`src/rtl/hpdcache_victim_evict.sv`:
```
// ============================================================================
// Module   : hpdcache_victim_evict
// Purpose  : Refill-slot allocator. For each refill request it asks the victim
//            selector for a way. If that way holds a valid, dirty line, the
//            line is read word by word from the data array and streamed to the
//            writeback buffer. The chosen way is then granted to the refill.
// Options  : HPDCACHE_VICTIM_EVICT_STATS_EN adds evict_cnt_o, a saturating
//            count of completed dirty evictions.
// Revision : 1.0 - initial release
// ============================================================================
`default_nettype none

module hpdcache_victim_evict #(
   parameter int SETS       = 64,
   parameter int WAYS       = 4,
   parameter int WORDS      = 4,
   parameter int WORD_WIDTH = 64,
   localparam int SETW      = $clog2(SETS),
   localparam int WRDW      = $clog2(WORDS)
) (
   input  logic                  clk_i,
   input  logic                  rst_i,
   input  logic                  req_valid_i,
   output logic                  req_ready_o,
   input  logic [SETW-1:0]       req_set_i,
   input  logic [WAYS-1:0]       req_dir_valid_i,
   input  logic [WAYS-1:0]       req_dir_dirty_i,
   output logic                  repl_o,
   output logic [SETW-1:0]       repl_set_o,
   output logic [WAYS-1:0]       repl_dir_valid_o,
   output logic                  repl_updt_o,
   input  logic [WAYS-1:0]       victim_way_i,
   output logic                  rd_valid_o,
   output logic [SETW-1:0]       rd_set_o,
   output logic [WAYS-1:0]       rd_way_o,
   output logic [WRDW-1:0]       rd_word_o,
   input  logic [WORD_WIDTH-1:0] rd_data_i,
   output logic                  wb_valid_o,
   input  logic                  wb_ready_i,
   output logic [WORD_WIDTH-1:0] wb_data_o,
   output logic                  wb_last_o,
   output logic                  grant_valid_o,
   input  logic                  grant_ready_i,
   output logic [SETW-1:0]       grant_set_o,
   output logic [WAYS-1:0]       grant_way_o
`ifdef HPDCACHE_VICTIM_EVICT_STATS_EN
   ,output logic [31:0]          evict_cnt_o
`endif
);

   localparam logic [2:0] IDLE     = 3'd0;
   localparam logic [2:0] SELECT   = 3'd1;
   localparam logic [2:0] EVICT_RD = 3'd2;
   localparam logic [2:0] EVICT_WB = 3'd3;
   localparam logic [2:0] GRANT    = 3'd4;

   logic [2:0]            state_q, state_d;
   logic [SETW-1:0]       set_q;
   logic [WAYS-1:0]       valid_q;
   logic [WAYS-1:0]       dirty_q;
   logic [WAYS-1:0]       victim_q;
   logic [WRDW-1:0]       cnt_q;
   logic [WORD_WIDTH-1:0] data_q;
   // data_q holds the word read in the previous cycle; wb_valid_o waits on it
   logic                  have_q;

   logic                  evict_sel;
   logic                  last_word;
   logic                  wb_hs;

   assign evict_sel = |(victim_way_i & valid_q & dirty_q);
   assign last_word = (cnt_q == WRDW'(WORDS - 1));
   assign wb_hs     = (state_q == EVICT_WB) && have_q && wb_ready_i;

   // Next-state selection
   always_comb begin
      state_d = state_q;
      case (state_q)
         IDLE:     if (req_valid_i) state_d = SELECT;
         SELECT:   state_d = evict_sel ? EVICT_RD : GRANT;
         EVICT_RD: state_d = EVICT_WB;
         EVICT_WB: if (wb_hs) state_d = last_word ? GRANT : EVICT_RD;
         GRANT:    if (grant_ready_i) state_d = IDLE;
         default:  state_d = IDLE;
      endcase
   end

   // State, request capture, word counter and read-data staging
   always_ff @(posedge clk_i) begin
      if (rst_i) begin
         state_q  <= IDLE;
         set_q    <= '0;
         valid_q  <= '0;
         dirty_q  <= '0;
         victim_q <= '0;
         cnt_q    <= '0;
         data_q   <= '0;
         have_q   <= 1'b0;
      end else begin
         state_q <= state_d;
         if (state_q == IDLE && req_valid_i) begin
            set_q   <= req_set_i;
            valid_q <= req_dir_valid_i;
            dirty_q <= req_dir_dirty_i;
         end
         if (state_q == SELECT) begin
            victim_q <= victim_way_i;
            cnt_q    <= '0;
         end
         if (state_q == EVICT_RD) have_q <= 1'b0;
         if (state_q == EVICT_WB) begin
            if (!have_q) begin
               data_q <= rd_data_i;
               have_q <= 1'b1;
            end else if (wb_ready_i) begin
               have_q <= 1'b0;
               if (!last_word) cnt_q <= cnt_q + WRDW'(1);
            end
         end
      end
   end

   // All strobes decode from the registered state; payloads are zero when idle
   assign req_ready_o      = (state_q == IDLE);
   assign repl_o           = (state_q == SELECT);
   assign repl_updt_o      = repl_o;
   assign repl_set_o       = repl_o ? set_q : '0;
   assign repl_dir_valid_o = repl_o ? valid_q : '0;
   assign rd_valid_o       = (state_q == EVICT_RD);
   assign rd_set_o         = rd_valid_o ? set_q : '0;
   assign rd_way_o         = rd_valid_o ? victim_q : '0;
   assign rd_word_o        = rd_valid_o ? cnt_q : '0;
   assign wb_valid_o       = (state_q == EVICT_WB) && have_q;
   assign wb_data_o        = wb_valid_o ? data_q : '0;
   assign wb_last_o        = wb_valid_o && last_word;
   assign grant_valid_o    = (state_q == GRANT);
   assign grant_set_o      = grant_valid_o ? set_q : '0;
   assign grant_way_o      = grant_valid_o ? victim_q : '0;

`ifdef HPDCACHE_VICTIM_EVICT_STATS_EN
   logic [31:0] evict_cnt_q;

   // Count completed dirty evictions, saturating at all-ones
   always_ff @(posedge clk_i) begin
      if (rst_i) begin
         evict_cnt_q <= '0;
      end else if (wb_hs && last_word && (evict_cnt_q != '1)) begin
         evict_cnt_q <= evict_cnt_q + 32'd1;
      end
   end

   assign evict_cnt_o = evict_cnt_q;
`endif

   // The victim selector must answer with exactly one way
   always_ff @(posedge clk_i) begin
      if (!rst_i && state_q == SELECT) begin
         assert ($onehot(victim_way_i));
      end
   end

endmodule

`default_nettype wire

```
`config.mk`:
```
export PLATFORM = sky130hd
export DESIGN_NAME = hpdcache_victim_evict
export DESIGN_NICKNAME = d
export VERILOG_FILES = /design/src/rtl/hpdcache_victim_evict.sv
export SDC_FILE = /design/constraint.sdc
export NUM_CORES = 1
export LEC_CHECK = 0
export ABC_AREA = 1
export ABC_CLOCK_PERIOD_IN_PS = 1400
export BUFFER_PORTS_ARGS = -buffer_cell sky130_fd_sc_hd__buf_4
export CAP_MARGIN = 20
export CORE_MARGIN = 4
export CORE_UTILIZATION = 27
export CTS_CLUSTER_DIAMETER = 80
export DETAILED_ROUTE_END_ITERATION = 16
export PLACE_DENSITY = 0.56
export SLEW_MARGIN = 5
export SYNTH_ARGS = -nofsm -noshare
export SYNTH_HDL_FRONTEND = slang
export SYNTH_SLANG_ARGS = --single-unit
export TNS_END_PERCENT = 30
```
`constraint.sdc`:
```
create_clock -name clk_i -period 1.4 [get_ports clk_i]
set_input_delay 0.14 -clock clk_i [delete_from_list [all_inputs] [get_ports clk_i]]
set_output_delay 0.14 -clock clk_i [all_outputs]
set_load 0.005 [all_outputs]
```
# Word level (Yosys, flattened, before mapping)
# Index checks and enable logic that the tools add are counted.
# W data, S select, Z words.
# totals
in_bits,87
wordCells,51
mem_bits_ro,0
memories,0
register_bits,88
out_inout_bits,103
latchBits,0
mem_bits_rw,0
# classes
n_mux,23
mul,0
reduce_logical,8
order_cmp,0
n_bitwise,3
n_eq_ne,8
shift,0
n_div,0
add_sub_neg,1
# ops
operator,count
$mux W64,1
$mux W6,3
$mux W3,5
$pmux W3 S5,1
$mux W2,6
$mux W4,3
$and A4 B4 Y4,2
$eq A3 B2 Y1 const B,2
$logic_and A1 B1 Y1,4
$mux W1,4
$ne A2 B2 Y1 const B,2
$reduce_or A4 Y1,1
$eq A3 B1 Y1 const B,1
$eq A3 B3 Y1 const B,1
$logic_not A3 Y1,1
$reduce_and A3 Y1,1
$add A2 B1 Y2 const B,1
$eq A2 B2 Y1 const B,1
$ne A2 B1 Y1 const B,1
$reduce_and A2 Y1,1
$not A1 Y1,1

# Longest topological paths before layout
# logic_depth
depth_word,6
ltp_mapped,8
mapped_depth_nobuf,8

# Worst setup path after synthesis
# No wires, ideal clock.
# synth_timing
kind,register to output
from,reg state_q[2]
to,out repl_dir_valid_o[0]
t_arrival_ns,1.149
n_path_buf,1
path_stages_with_launch,5
t_required_ns,1.260
setup_slack_ns,0.111
path_cell_list,dfxtp_1 -> nor3_2 -> inv_2 -> clkbuf_1 -> nor2_1
# synth_via
elab_chain_cells,2
# synth_lines
item,line_no,text
"start, declared",57,"logic [2:0] state_q, state_d;"
"start signal, assigned",100,state_q <= state_d;
$eq A3 B1 Y1,125,assign repl_o = (state_q == SELECT);
named net repl_o,28,"output logic repl_o,"
$mux W4,128,assign repl_dir_valid_o = repl_o ? valid_q : '0;
"end, declared",30,"output logic [WAYS-1:0] repl_dir_valid_o,"
# The timed path passes the listed nets, and every way through them passes these cells.

# Worst setup path in the final report
# layout_timing
from,reg state_q[2]
to,out wb_data_o[10]
# layout_via
elab_chain_cells,3
# layout_lines
item,line_no,text
$eq A3 B2 Y1,133,assign wb_valid_o = (state_q == EVICT_WB) && have_q;
$logic_and A1 B1 Y1,133,
$mux W64,134,assign wb_data_o = wb_valid_o ? data_q : '0;
"end, declared",40,"output logic [WORD_WIDTH-1:0] wb_data_o,"
# Every way passes these cells.

==> summary.txt <==
Power
  • Maximum VDD drop: 562 uV
  • Share of power burned in registers: 44.4%
  • P_int: 4.57 mW
  • Switch share: 22.6%
  • PwrDens: 968 nW/um^2
  • Combinational share of power: 11.6%
  • P_leak: 2.52 nW
  • Tot Pwr: 5.90 mW
  • Clk pwr share: 43.9%
  • NetSw: 1.33 mW

Clock network
  • Clock Tree Root: clkbuf_16
  • Clock sinks: 88
  • CTS Hold Buffers Added: 0
  • Clk_lat worst skew: 340 ps
  • H-tree depth: 3
  • Clock transition at path regs: 60 ps
  • TritonCTS clock tree: done
  • CTS Buffer Depth: 2
  • CTS buffer count: 9

STA
  • Share of the clock period used by the worst path after layout: 113%
  • Minimum clock period: 1590 ps
  • Setup ws final: -189 ps
  • Fmax achieved: 629 MHz
  • Max Clock Skew: 7.00 ps
  • RSZ-0062 raised after global routing: yes
  • Slew margin rel.: 82.8%
  • Final hold vios: 0
  • Final Slew Violations: 0
  • Final TNS setup: -13150 ps
  • Final setup vio count: 102
  • Worst slew pin tran: 257 ps

Global routing
  • Wire length of the first global-routing pass: 18800 um
  • GRT Total Usage: 14.5%
  • Total global routing overflow: 0
  • Largest net degree at the start of global routing: 61
  • Initial antenna violation count: 0
  • Vias in the first global route: 3898

Yosys
  • EDFF count, synth: 0
  • Synthesis Warnings: 0
  • Syn nets: 614
  • Synth top area cells: dfxtp_1 (46%), nor2_1 (18%), a211oi_1 (15%), inv_1 (9.0%), clkbuf_1 (1.9%)
  • Post-synth top area share: 46.3%
  • Asr flop ratio synth: 0%
  • Register area share after synthesis: 46.3%
  • Ys flop type: dfxtp_1
  • Avg Inst Size Synth: 7.24 um^2
  • Flops & latches, synth: 88
  • Most frequent cell after synthesis: nor2_1
  • Post-synth cell types: 18
  • Syn Inst Count: 526
  • Post-synthesis cell area: 3810 um^2
  • Post-synth top cells: nor2_1 (182), inv_1 (91), dfxtp_1 (88), a211oi_1 (78), clkbuf_1 (19)
  • Synth area leader: dfxtp_1

Floorplanning
  • Die area: 16100 um^2
  • # IOs: 190
  • Die extent in x: 127 um
  • Starting Density: 27.5%
  • Die span in y: 127 um
  • Core Box Area: 13800 um^2
  • Num rows: 43

Detailed routing
  • First-pass DRT Iterations: 4
  • Drt wl/cell: 13.5 um
  • Initial DRC count: 157
  • ANT nets after route: 0
  • DR vias: 3981
  • DRC: 0
  • Final wirelength: 12100 um
  • Via/cell ratio: 4.46

Placement
  • Gpl congestion: 0.847
  • Worst slack, placed: 48.7 ps
  • Placed inst area: 5450 um^2
  • Detailed Place HPWL: 8550 um
  • Port Buf Inserts: 189

Critical path
  • Crit path kind: register to output pin
  • Nature of the critical path startpoint: register
  • Required @ worst endpoint: 1260 ps
  • Setup slack, reg-to-reg: 60 ps
  • Critical Path Fanout Max: 24
  • Worst path arrival time: 1450 ps
  • CP Capture Type: output pin

Final layout
  • FF+latch area: 1770 um^2
  • Number of fill cells: 1400
  • Area of the multi-input gates: 1760 um^2
  • Area Overhead vs Synth: 60.1%
  • Fraction of layout cells with a size suffix above 1: 42.8%
  • Design area: 6100 um^2
  • Ant diodes: 0
  • Nets: 796
  • Final core utilization: 44.1%

Run status
  • Status: finished with violations
  • Failing checks: setup timing

Hold path
  • Min-Delay Path Class: input pin to register

Run
  • Maxcap violations: 0
==> cell families after synthesis <==
logic type | count (synthesis) | synth area share [%]
and+or+nand+nor | 216 | 22.2
buffers and inverters | 129 | 14.0
AOI/OAI and AO/OA | 92 | 17.2
DFF | 88 | 46.3
adders and majority gates | 1 | 0.328
==> layout make-up <==
cell class	instances	share of cell area [%]
clock buffers	12	4.21
clock inverters	3	1.07
inverters	93	5.89
multi-input cells	309	28.9
flip-flops and latches	88	29.0
well taps	180	3.69
repair buffers	207	27.3
==> flip-flops by register name, indices dropped and copies added, names as in the netlist <==
| register | cells |
|---|---|
| set_q | 6 |
| have_q | 1 |
| victim_q | 4 |
| dirty_q | 4 |
| data_q | 64 |
| state_q | 3 |
| cnt_q | 2 |
| valid_q | 4 |
==> cells in the final DEF, fill, tap and decap left out, drive strengths merged <==
master	count
a211oi	78
a21oi	9
buf	206
bufinv	2
clkbuf	13
clkinv	1
dfxtp	88
ha	1
inv	93
nand2	19
nand3	11
nor2	184
nor3	1
nor3b	1
o21ai	5
==> through the flow <==
step	std cells	hold slack [ps]
3_5_place_dp	873	430
3_3_place_gp	873	419
4_1_cts	890	48.5
6_report	892	64.4
2_1_floorplan	526	305
5_1_grt	892	69.1
==> critical path, cell delays in order (launching register included) <==
cell and delay [ps]:
dfxtp_2 340, inv_2 50, nand3_2 80, nor2_4 130, inv_4 80, buf_12 170
nor2_1 120, buf_4 120
==> final timing paths <==
kind	end	startpoint	depth (start not counted)
worst max-delay path	wb_data_o[10]	state_q[2]	7
worst min-delay path	state_q[2]	grant_ready_i	4
worst max register to register	data_q[48]	state_q[2]	7
worst min register to register	dirty_q[2]	dirty_q[2]	2
==> layer usage <==
| metal | share of wire [%] | global-route usage, % | up-vias |
|---|---|---|---|
| li1 | - | - | 2018 |
| met1 | 44 | 18.6 | 1807 |
| met2 | 46 | 22.3 | 136 |
| met3 | 7.9 | 4.59 | 20 |
| met4 | 2.1 | 6.12 | 0 |
| met5 | 0 | 0 | - |
==> what timing repair did <==
item	in CTS	in global routing
cloned	0	2
endpoints found under the setup margin	103	113
pin swaps	2	2
resized for setup	29	62
buffers inserted	2	0
==> power by group through the flow <==
stage | Sequential, mW | Combinational [mW] | Clock, mW
floorplan | 2.67 | 0.303 | 0
global placement | 2.67 | 0.643 | 0
detailed placement | 2.67 | 0.646 | 0
CTS | 2.62 | 0.677 | 2.69
global route | 2.63 | 0.760 | 2.79
finish | 2.62 | 0.686 | 2.59
Power figures use the tool's default switching activity.
